**src/rtl/event_stretcher_pkg.sv**
```systemverilog
// Shared state encoding and sizing helpers for the event stretcher.
package event_stretcher_pkg;

   typedef enum logic [1:0] {
      IDLE = 2'd0,
      HIGH = 2'd1,
      GAP  = 2'd2
   } state_t;

   function automatic int clog2(input int v);
      int r;
      r = 0;
      for (int i = 0; i < 31; i++) begin
         if ((1 << i) < v) r = i + 1;
      end
      return r;
   endfunction

   // A one-cycle phase still needs a 1-bit counter so the compare logic stays uniform.
   function automatic int cnt_width(input int hi, input int lo);
      int m;
      m = (hi > lo) ? hi : lo;
      return (clog2(m) < 1) ? 1 : clog2(m);
   endfunction

endpackage

```
**src/rtl/event_stretcher_sat_counter.sv**
```systemverilog
// Up/down counter that saturates at its maximum and raises a sticky overflow flag.
module sat_counter #(
   parameter int W = 4
) (
   input  logic         clk,
   input  logic         reset,
   input  logic         inc,
   input  logic         dec,
   input  logic         clr_overflow,
   output logic [W-1:0] value,
   output logic         overflow
);

   localparam logic [W-1:0] MAX = '1;

   logic sat;

   assign sat = inc && !dec && (value == MAX);

   always_ff @(posedge clk or posedge reset) begin
      if (reset) begin
         value    <= '0;
         overflow <= 1'b0;
      end else begin
         if (inc && !dec && !sat)
            value <= value + 1'b1;
         else if (dec && !inc)
            value <= value - 1'b1;

         // A drop in the same cycle as a clear must remain visible.
         if (sat)
            overflow <= 1'b1;
         else if (clr_overflow)
            overflow <= 1'b0;
      end
   end

endmodule

```
**src/rtl/event_stretcher.sv**
```systemverilog
// Stretches single-cycle event strobes into HIGH/LOW-timed pulses, queueing bursts.
//  state | meaning
//  IDLE  | output low, nothing queued
//  HIGH  | sigout held high, cnt counts down the high phase
//  GAP   | sigout held low, cnt counts down the minimum low phase
module event_stretcher
   import event_stretcher_pkg::*;
#(
   parameter int HIGH_CYCLES = 4,
   parameter int LOW_CYCLES  = 4,
   parameter int PEND_W      = 4
) (
   input  logic              clk,
   input  logic              reset,
   input  logic              evt_in,
   input  logic              enable,
   input  logic              clr_overflow,
   output logic              sigout,
   output logic              busy,
   output logic [PEND_W-1:0] pending,
   output logic              overflow
);

   localparam int CNT_W = cnt_width(HIGH_CYCLES, LOW_CYCLES);
   localparam logic [CNT_W-1:0] HIGH_LOAD = CNT_W'(HIGH_CYCLES - 1);
   localparam logic [CNT_W-1:0] LOW_LOAD  = CNT_W'(LOW_CYCLES - 1);

   state_t           state;
   logic [CNT_W-1:0] cnt;
   logic             accept;
   logic             start;
   logic             direct;
   logic             inc;
   logic             dec;
   logic             have_pend;

   assign accept    = evt_in & enable;
   assign have_pend = (pending != '0);
   assign start     = ((state == IDLE) || ((state == GAP) && (cnt == '0))) &&
                      (accept || have_pend);
   assign direct    = start && !have_pend;
   assign inc       = accept && !direct;
   assign dec       = start && have_pend;

   always_ff @(posedge clk or posedge reset) begin
      if (reset) begin
         state  <= IDLE;
         cnt    <= '0;
         sigout <= 1'b0;
         busy   <= 1'b0;
      end else begin
         case (state)
            IDLE: begin
               if (start) begin
                  state  <= HIGH;
                  cnt    <= HIGH_LOAD;
                  sigout <= 1'b1;
                  busy   <= 1'b1;
               end
            end
            HIGH: begin
               if (cnt == '0) begin
                  state  <= GAP;
                  cnt    <= LOW_LOAD;
                  sigout <= 1'b0;
               end else begin
                  cnt <= cnt - 1'b1;
               end
            end
            GAP: begin
               // Queued pulses restart straight from the last gap cycle, no idle bubble.
               if (start) begin
                  state  <= HIGH;
                  cnt    <= HIGH_LOAD;
                  sigout <= 1'b1;
               end else if (cnt != '0) begin
                  cnt <= cnt - 1'b1;
               end else begin
                  state <= IDLE;
                  busy  <= 1'b0;
               end
            end
            default: begin
               state  <= IDLE;
               cnt    <= '0;
               sigout <= 1'b0;
               busy   <= 1'b0;
            end
         endcase
      end
   end

   sat_counter #(
      .W (PEND_W)
   ) u_pend (
      .clk          (clk),
      .reset        (reset),
      .inc          (inc),
      .dec          (dec),
      .clr_overflow (clr_overflow),
      .value        (pending),
      .overflow     (overflow)
   );

endmodule

```
**config.mk**
```make
export PLATFORM = sky130hd
export DESIGN_NAME = event_stretcher
export DESIGN_NICKNAME = d
export VERILOG_FILES = /design/src/rtl/event_stretcher_pkg.sv /design/src/rtl/event_stretcher_sat_counter.sv /design/src/rtl/event_stretcher.sv
export SDC_FILE = /design/constraint.sdc
export NUM_CORES = 1
export LEC_CHECK = 0
export CAP_MARGIN = 5
export CORE_MARGIN = 3
export CORE_UTILIZATION = 45
export CTS_CLUSTER_DIAMETER = 60
export CTS_CLUSTER_SIZE = 28
export DETAILED_ROUTE_END_ITERATION = 10
export PLACE_DENSITY = 0.7
export SYNTH_ARGS = -nofsm -noshare
export SYNTH_HDL_FRONTEND = slang
export SYNTH_SLANG_ARGS = --single-unit
```
**constraint.sdc**
```tcl
create_clock -name clk -period 2.43 [get_ports clk]
set_input_delay 0.486 -clock clk [delete_from_list [all_inputs] [get_ports clk]]
set_output_delay 0.486 -clock clk [all_outputs]
set_load 0.005 [all_outputs]
```
# Word level (Yosys, flattened, before mapping)
# Cells that the tools add are included.
dict set report word_totals {
  output_inout_bits 7
  in_bits 5
  reg_bits 11
  wordCells 68
}
dict set report op_classes {
  reduce_logical 27
  mux 20
  n_bitwise 2
  eq_ne 10
  addsub 3
}
# cell count
set ops {}
lappend ops {{$mux W2} 8}
lappend ops {{$pmux W2 S3} 2}
lappend ops {{$logic_and A1 B1 Y1} 9}
lappend ops {{$mux W4} 2}
lappend ops {{$ne A2 B2 Y1 const B} 4}
lappend ops {{$mux W1} 6}
lappend ops {{$reduce_bool A2 Y1} 3}
lappend ops {{$logic_not A1 Y1} 5}
lappend ops {{$add A4 B1 Y4 const B} 1}
lappend ops {{$eq A4 B4 Y1 const B} 1}
lappend ops {{$logic_not A2 Y1} 2}
lappend ops {{$reduce_and A2 Y1} 2}
lappend ops {{$reduce_and A4 Y1} 1}
lappend ops {{$reduce_bool A4 Y1} 1}
lappend ops {{$sub A4 B1 Y4 const B} 1}
lappend ops {{$ne A3 B2 Y1 const B} 1}
lappend ops {{$ne A3 B3 Y1 const B} 1}
lappend ops {{$pmux W1 S3} 1}
lappend ops {{$reduce_and A3 Y1} 1}
lappend ops {{$eq A2 B1 Y1 const B} 1}
lappend ops {{$eq A2 B2 Y1 const B} 1}
lappend ops {{$logic_or A1 B1 Y1} 2}
lappend ops {{$ne A2 B1 Y1 const B} 1}
lappend ops {{$pmux W1 S2} 1}
lappend ops {{4 further kinds} 4}

# Logic depth before layout (Yosys ltp)
dict set report logic_depth {
  depth_word 12
  ltp_mapped 9
  ltp_nobuf 9
}

# Cells and area by module
# A second synthesis with hierarchy kept.
dict set report hier_totals {
  hier_cells 70
  area_unflattened_um2 696.9
}
# mod n_inst seq_area_each_um2 cells_per_inst area_each_um2
set by_module_without_submodules {}
lappend by_module_without_submodules {event_stretcher 1 150.1 46 396.6}
lappend by_module_without_submodules {sat_counter 1 125.1 24 300.3}

# Least setup slack after synthesis
# OpenSTA, ideal clock, no wires.
dict set report synth_timing {
  kind {flip-flop to flip-flop}
  startpoint {register cnt[0]}
  endpoint {register u_pend.value[3]}
  setup_ps 79
  stages_incl_launch_ff 10
  t_arrival_ps 2141
  required_time_ps 2351
  period_less_slack_ps 2220
  path_buffers 0
  path_slack_ps 210
  path_cell_list {dfrtp_1 > inv_1 > ha_1 > nor2b_4 > o211ai_1 > ha_1 > a21o_2 > a21oi_1 > mux2i_1 > xor2_1}
}
dict set report synth_via {
  elab_chain_cells 12
  word_cells_on_any_way 17
  cone_classes {1 x mux; 16 x reduce/logical}
}
# element line
set synth_rtl {}
lappend synth_rtl {{start: declaration} event_stretcher.sv:29} ;# logic [CNT_W-1:0] cnt;
lappend synth_rtl {{start signal: assignment} event_stretcher.sv:67} ;# cnt <= cnt - 1'b1;
lappend synth_rtl {{start signal: assignment} event_stretcher.sv:77} ;# cnt <= cnt - 1'b1;
lappend synth_rtl {{$logic_not A2 Y1 (*)} event_stretcher.sv:39} ;# assign start = ((state == IDLE) || ((state == GAP) && (cnt == '0))) &&
lappend synth_rtl {{$logic_and A1 B1 Y1 (*)} event_stretcher.sv:39}
lappend synth_rtl {{$logic_or A1 B1 Y1 (*)} event_stretcher.sv:39}
lappend synth_rtl {{$logic_and A1 B1 Y1 (*)} event_stretcher.sv:39}
lappend synth_rtl {{$logic_and A1 B1 Y1} event_stretcher.sv:41} ;# assign direct = start && !have_pend;
lappend synth_rtl {{$logic_not A1 Y1} event_stretcher.sv:42} ;# assign inc = accept && !direct;
lappend synth_rtl {{$logic_and A1 B1 Y1} event_stretcher.sv:42}
lappend synth_rtl {{$logic_and A1 B1 Y1} {event_stretcher_sat_counter.sv:18, event_stretcher_sat_counter.sv:25}}
lappend synth_rtl {{$logic_and A1 B1 Y1} event_stretcher_sat_counter.sv:18} ;# assign sat = inc && !dec && (value == MAX);
lappend synth_rtl {{$logic_not A1 Y1} event_stretcher_sat_counter.sv:25} ;# if (inc && !dec && !sat)
lappend synth_rtl {{$logic_and A1 B1 Y1} event_stretcher_sat_counter.sv:25}
lappend synth_rtl {{$mux W4 / $reduce_bool A2 Y1 (equally long branches)} -}
lappend synth_rtl {{end signal: assignment} event_stretcher_sat_counter.sv:26} ;# value <= value + 1'b1;
lappend synth_rtl {{end signal: assignment} event_stretcher_sat_counter.sv:28} ;# value <= value - 1'b1;
lappend synth_rtl {{end: declaration} event_stretcher_sat_counter.sv:10} ;# output logic [W-1:0] value,
# Mark *: on every way between the ends. The rest lies on a longest branch, timed or not.
# A chain may end at the register's enable or synchronous reset.

# Worst setup path after layout
# Same ends and word-level chain as after synthesis.

==> flow_summary.json <==
{
  "p_total_mw": 1.147,
  "drv_slew": 0,
  "netlist_instances": 71,
  "critical_path_class": "reg -> reg",
  "finalWirelength_mm": 1.376,
  "post_cts_resized": 0,
  "antenna_cells": 0,
  "ys_ff_latch": 11,
  "ys_seq_area_share_pct": 40.22,
  "min-delay-path-class": "in -> async",
  "vias_per_cell": 5.573,
  "power_switching_uw": 459.1,
  "leakage_nw": 0.3682,
  "grt_pass1_wl_mm": 2.366,
  "grt_max_degree": 18,
  "numPortBuffers": 11,
  "synthSimpleGateAreaFrac_pct": 17.00,
  "coreArea_um2": 1366,
  "overflow": 0,
  "die_area_um2": 2025,
  "fp.dieW_um": 45,
  "rsz0062_at_grt": "false",
  "synth_top_family_by_area": "compound AO/OA/AOI/OAI gates",
  "synth_commonest_cells": "dfrtp_1 (11), a21oi_1 (6), inv_1 (6), nand2_1 (6), o21ai_0 (6)",
  "synth_edf_count": 0,
  "place_inst": 99,
  "clock_latency_ps": 270,
  "critPathMaxStageDelay_ps": 400,
  "layout_worst_path_cycle_share_pct": 90.83,
  "drc": 0,
  "post-synth-top-area-cell": "dfrtp_1",
  "ys_warn_count": 0,
  "drtPass1Iterations": 4,
  "cts_tree": "built",
  "cts_max_path_buffers": 2,
  "antenna_found_initial": 0,
  "regArea_um2": 275.3,
  "ant_nets": 0,
  "r2r_cells": 9,
  "synth-async-reset-ratio_pct": 100.0,
  "required_ps": 2630,
  "nets": 98,
  "cts_buffers": 3,
  "synthesis.nets": 80,
  "drtIter0Drc": 10,
  "ios": 12,
  "switching_share_pct": 40.02,
  "power.internal_uw": 687.9,
  "p_clk_share_pct": 11.5,
  "yosysMostFrequentCell": "dfrtp_1",
  "grt_usage_pct": 16.82,
  "fin_crit_ps": 2207,
  "grt_pass1_vias": 529,
  "start_util_pct": 50.09,
  "yosys.area_share.adder_pct": 8.410,
  "critPathArrivalTime_ps": 2410,
  "synth-main-ff-cell": "dfrtp_1",
  "multiInputGateArea_um2": 374.1,
  "cap_violations": 0,
  "gp_congestion": 0.7342,
  "place_ws_ps": -13.67,
  "worstMarginPinSlew_ps": 498.6,
  "synthesis.area_um2": 684.4,
  "cts_num_sinks": 11,
  "area_growth_pct": 26.33,
  "powerDensity_nw_per_um2": 1327,
  "vias": 574,
  "fin_cells": 103,
  "synth.area.top_cells": "dfrtp_1 (40%), ha_1 (5.5%), a21oi_1 (4.4%), o21ai_0 (4.4%), inv_1 (3.3%)",
  "final_hold_viol_count": 0,
  "start_kind": "flop",
  "postCtsHoldBufs": 0,
  "cts_max_level": 1,
  "dieHeight_um": 45,
  "cpMaxStageDelayCell": "dfrtp_1",
  "synth-compound-area-share_pct": 21.76,
  "setup_slack_ps": 222.9,
  "dp_hpwl_mm": 1.040,
  "detail_route.wl_per_cell_um": 13.36,
  "synth_xor_area_share_pct": 3.839,
  "critPathTopFamily": "compound AO/OA/AOI/OAI gates",
  "cts_setup_buffers": 0,
  "setup_viol": 0,
  "cp_num_buf_inv": 1,
  "num_rows": 13,
  "layout-drive-gt1-share_pct": 18.18,
  "comb_power_share_pct": 56.0,
  "path_max_fanout": 4,
  "crit_cells": 9,
  "cts_root_buf": "clkbuf_4",
  "fillers": 117,
  "yosysUniqueCellTypes": 30,
  "pwr-share-seq_pct": 32.5,
  "status": "complete, no violations",
  "cp_cell_sequence": "inv_1, ha_1, nor2b_4, o211ai_1, ha_1, a21o_2, a21oi_1, mux2i_1, xor2_1",
  "peakVddDrop_mv": 0.6851,
  "crit_top_cell": "ha_1",
  "fin_skew_ps": 4.810,
  "timing.fmax_ghz": 0.4531,
  "synth_mux_area_share_pct": 3.656,
  "clk_pin_slew_worst_paths_ps": 80,
  "critPathCaptureType": "flop",
  "maxSlewHeadroom_pct": 66.48,
  "avgSynthCellArea_um2": 9.640,
  "synth_top_area_share_pct": 40.22
}
[area by class of cell]
type | instances | share of cell area [%]
flip-flops and latches | 11 | 31.84
multi-input cells | 51 | 43.27
clock buffers | 4 | 3.039
well taps | 15 | 2.171
inverters | 6 | 2.605
repair buffers | 16 | 17.08
[worst paths after layout]
check                                      from               to  slack (ps)
max in group asynchronous                 reset  u_pend.value[1]        1640
worst max-delay path                     cnt[0]  u_pend.value[3]         220
worst max register to register           cnt[0]  u_pend.value[3]         220
worst min-delay path                      reset  u_pend.value[3]         490
min in group clk                u_pend.overflow  u_pend.overflow         530
worst min register to register  u_pend.overflow  u_pend.overflow         530
[worst reg2reg max path, stage by stage, from the launching register on]
cell and delay (ps):
dfrtp_1 400, inv_1 80, ha_1 210, nor2b_4 50, o211ai_1 340, ha_1 310, a21o_2 200, a21oi_1 160
mux2i_1 230, xor2_1 160
[through the flow]
stage	utilization, %	cell area (um2)	hold slack [ps]	TNS [ps]
2_1_floorplan	-	684.4	338.4	0
5_1_grt	63.28	864.6	513.4	0
4_1_cts	63.28	864.6	511.3	0
3_5_place_dp	61.36	838.3	529.5	-15.12
6_report	63.28	864.6	491.4	0
3_3_place_gp	61.36	838.3	519.2	0
[metal layers]
metal | GRT usage [%] | part of all wire [%] | wire, um | up-vias
li1 | - | - | - | 290
met1 | 22.64 | 49 | 675 | 265
met2 | 23.45 | 44 | 604 | 14
met3 | 4.781 | 4.4 | 60 | 5
met4 | 10.53 | 2.6 | 36 | 0
met5 | 0 | 0 | 0 | -
[registers in the layout (all words and copies together) (netlist names)]
register / cells
busy: 1
cnt: 2
sigout: 1
state: 2
u_pend.overflow: 1
u_pend.value: 4
[kinds of logic (layout without fill, tap and decap cells)]
group	count (synthesis)	after routing
AO/OA/AOI/OAI	23	23
AND/OR/NAND/NOR	19	19
adder cells (fa/ha/maj)	4	4
XOR/XNOR	3	3
multiplexers	2	2
buffers and inverters	9	26
flip-flops	11	11
[layout by cell type (no fill, tap or decap), drive strengths merged, types with 2 or more instances in the layout]
cell / n
clkdlybuf4s50: 11
nand2: 6
ha: 3
nor2b: 2
a21oi: 6
and2: 2
o21ai: 6
o22ai: 2
clkbuf: 4
buf: 5
o211ai: 3
nor2: 4
inv: 6
dfrtp: 11
xor2: 2
[power by group through the flow]
stage	sequential, mW	combinational (mW)	clock (mW)
after CTS	0.373	0.649	0.134
after detailed placement	0.376	0.648	0
after global routing	0.391	0.731	0.147
after global placement	0.373	0.631	0
after floorplan	0.350	0.446	0
final	0.372	0.643	0.132
(Power assumes the default switching activity.)
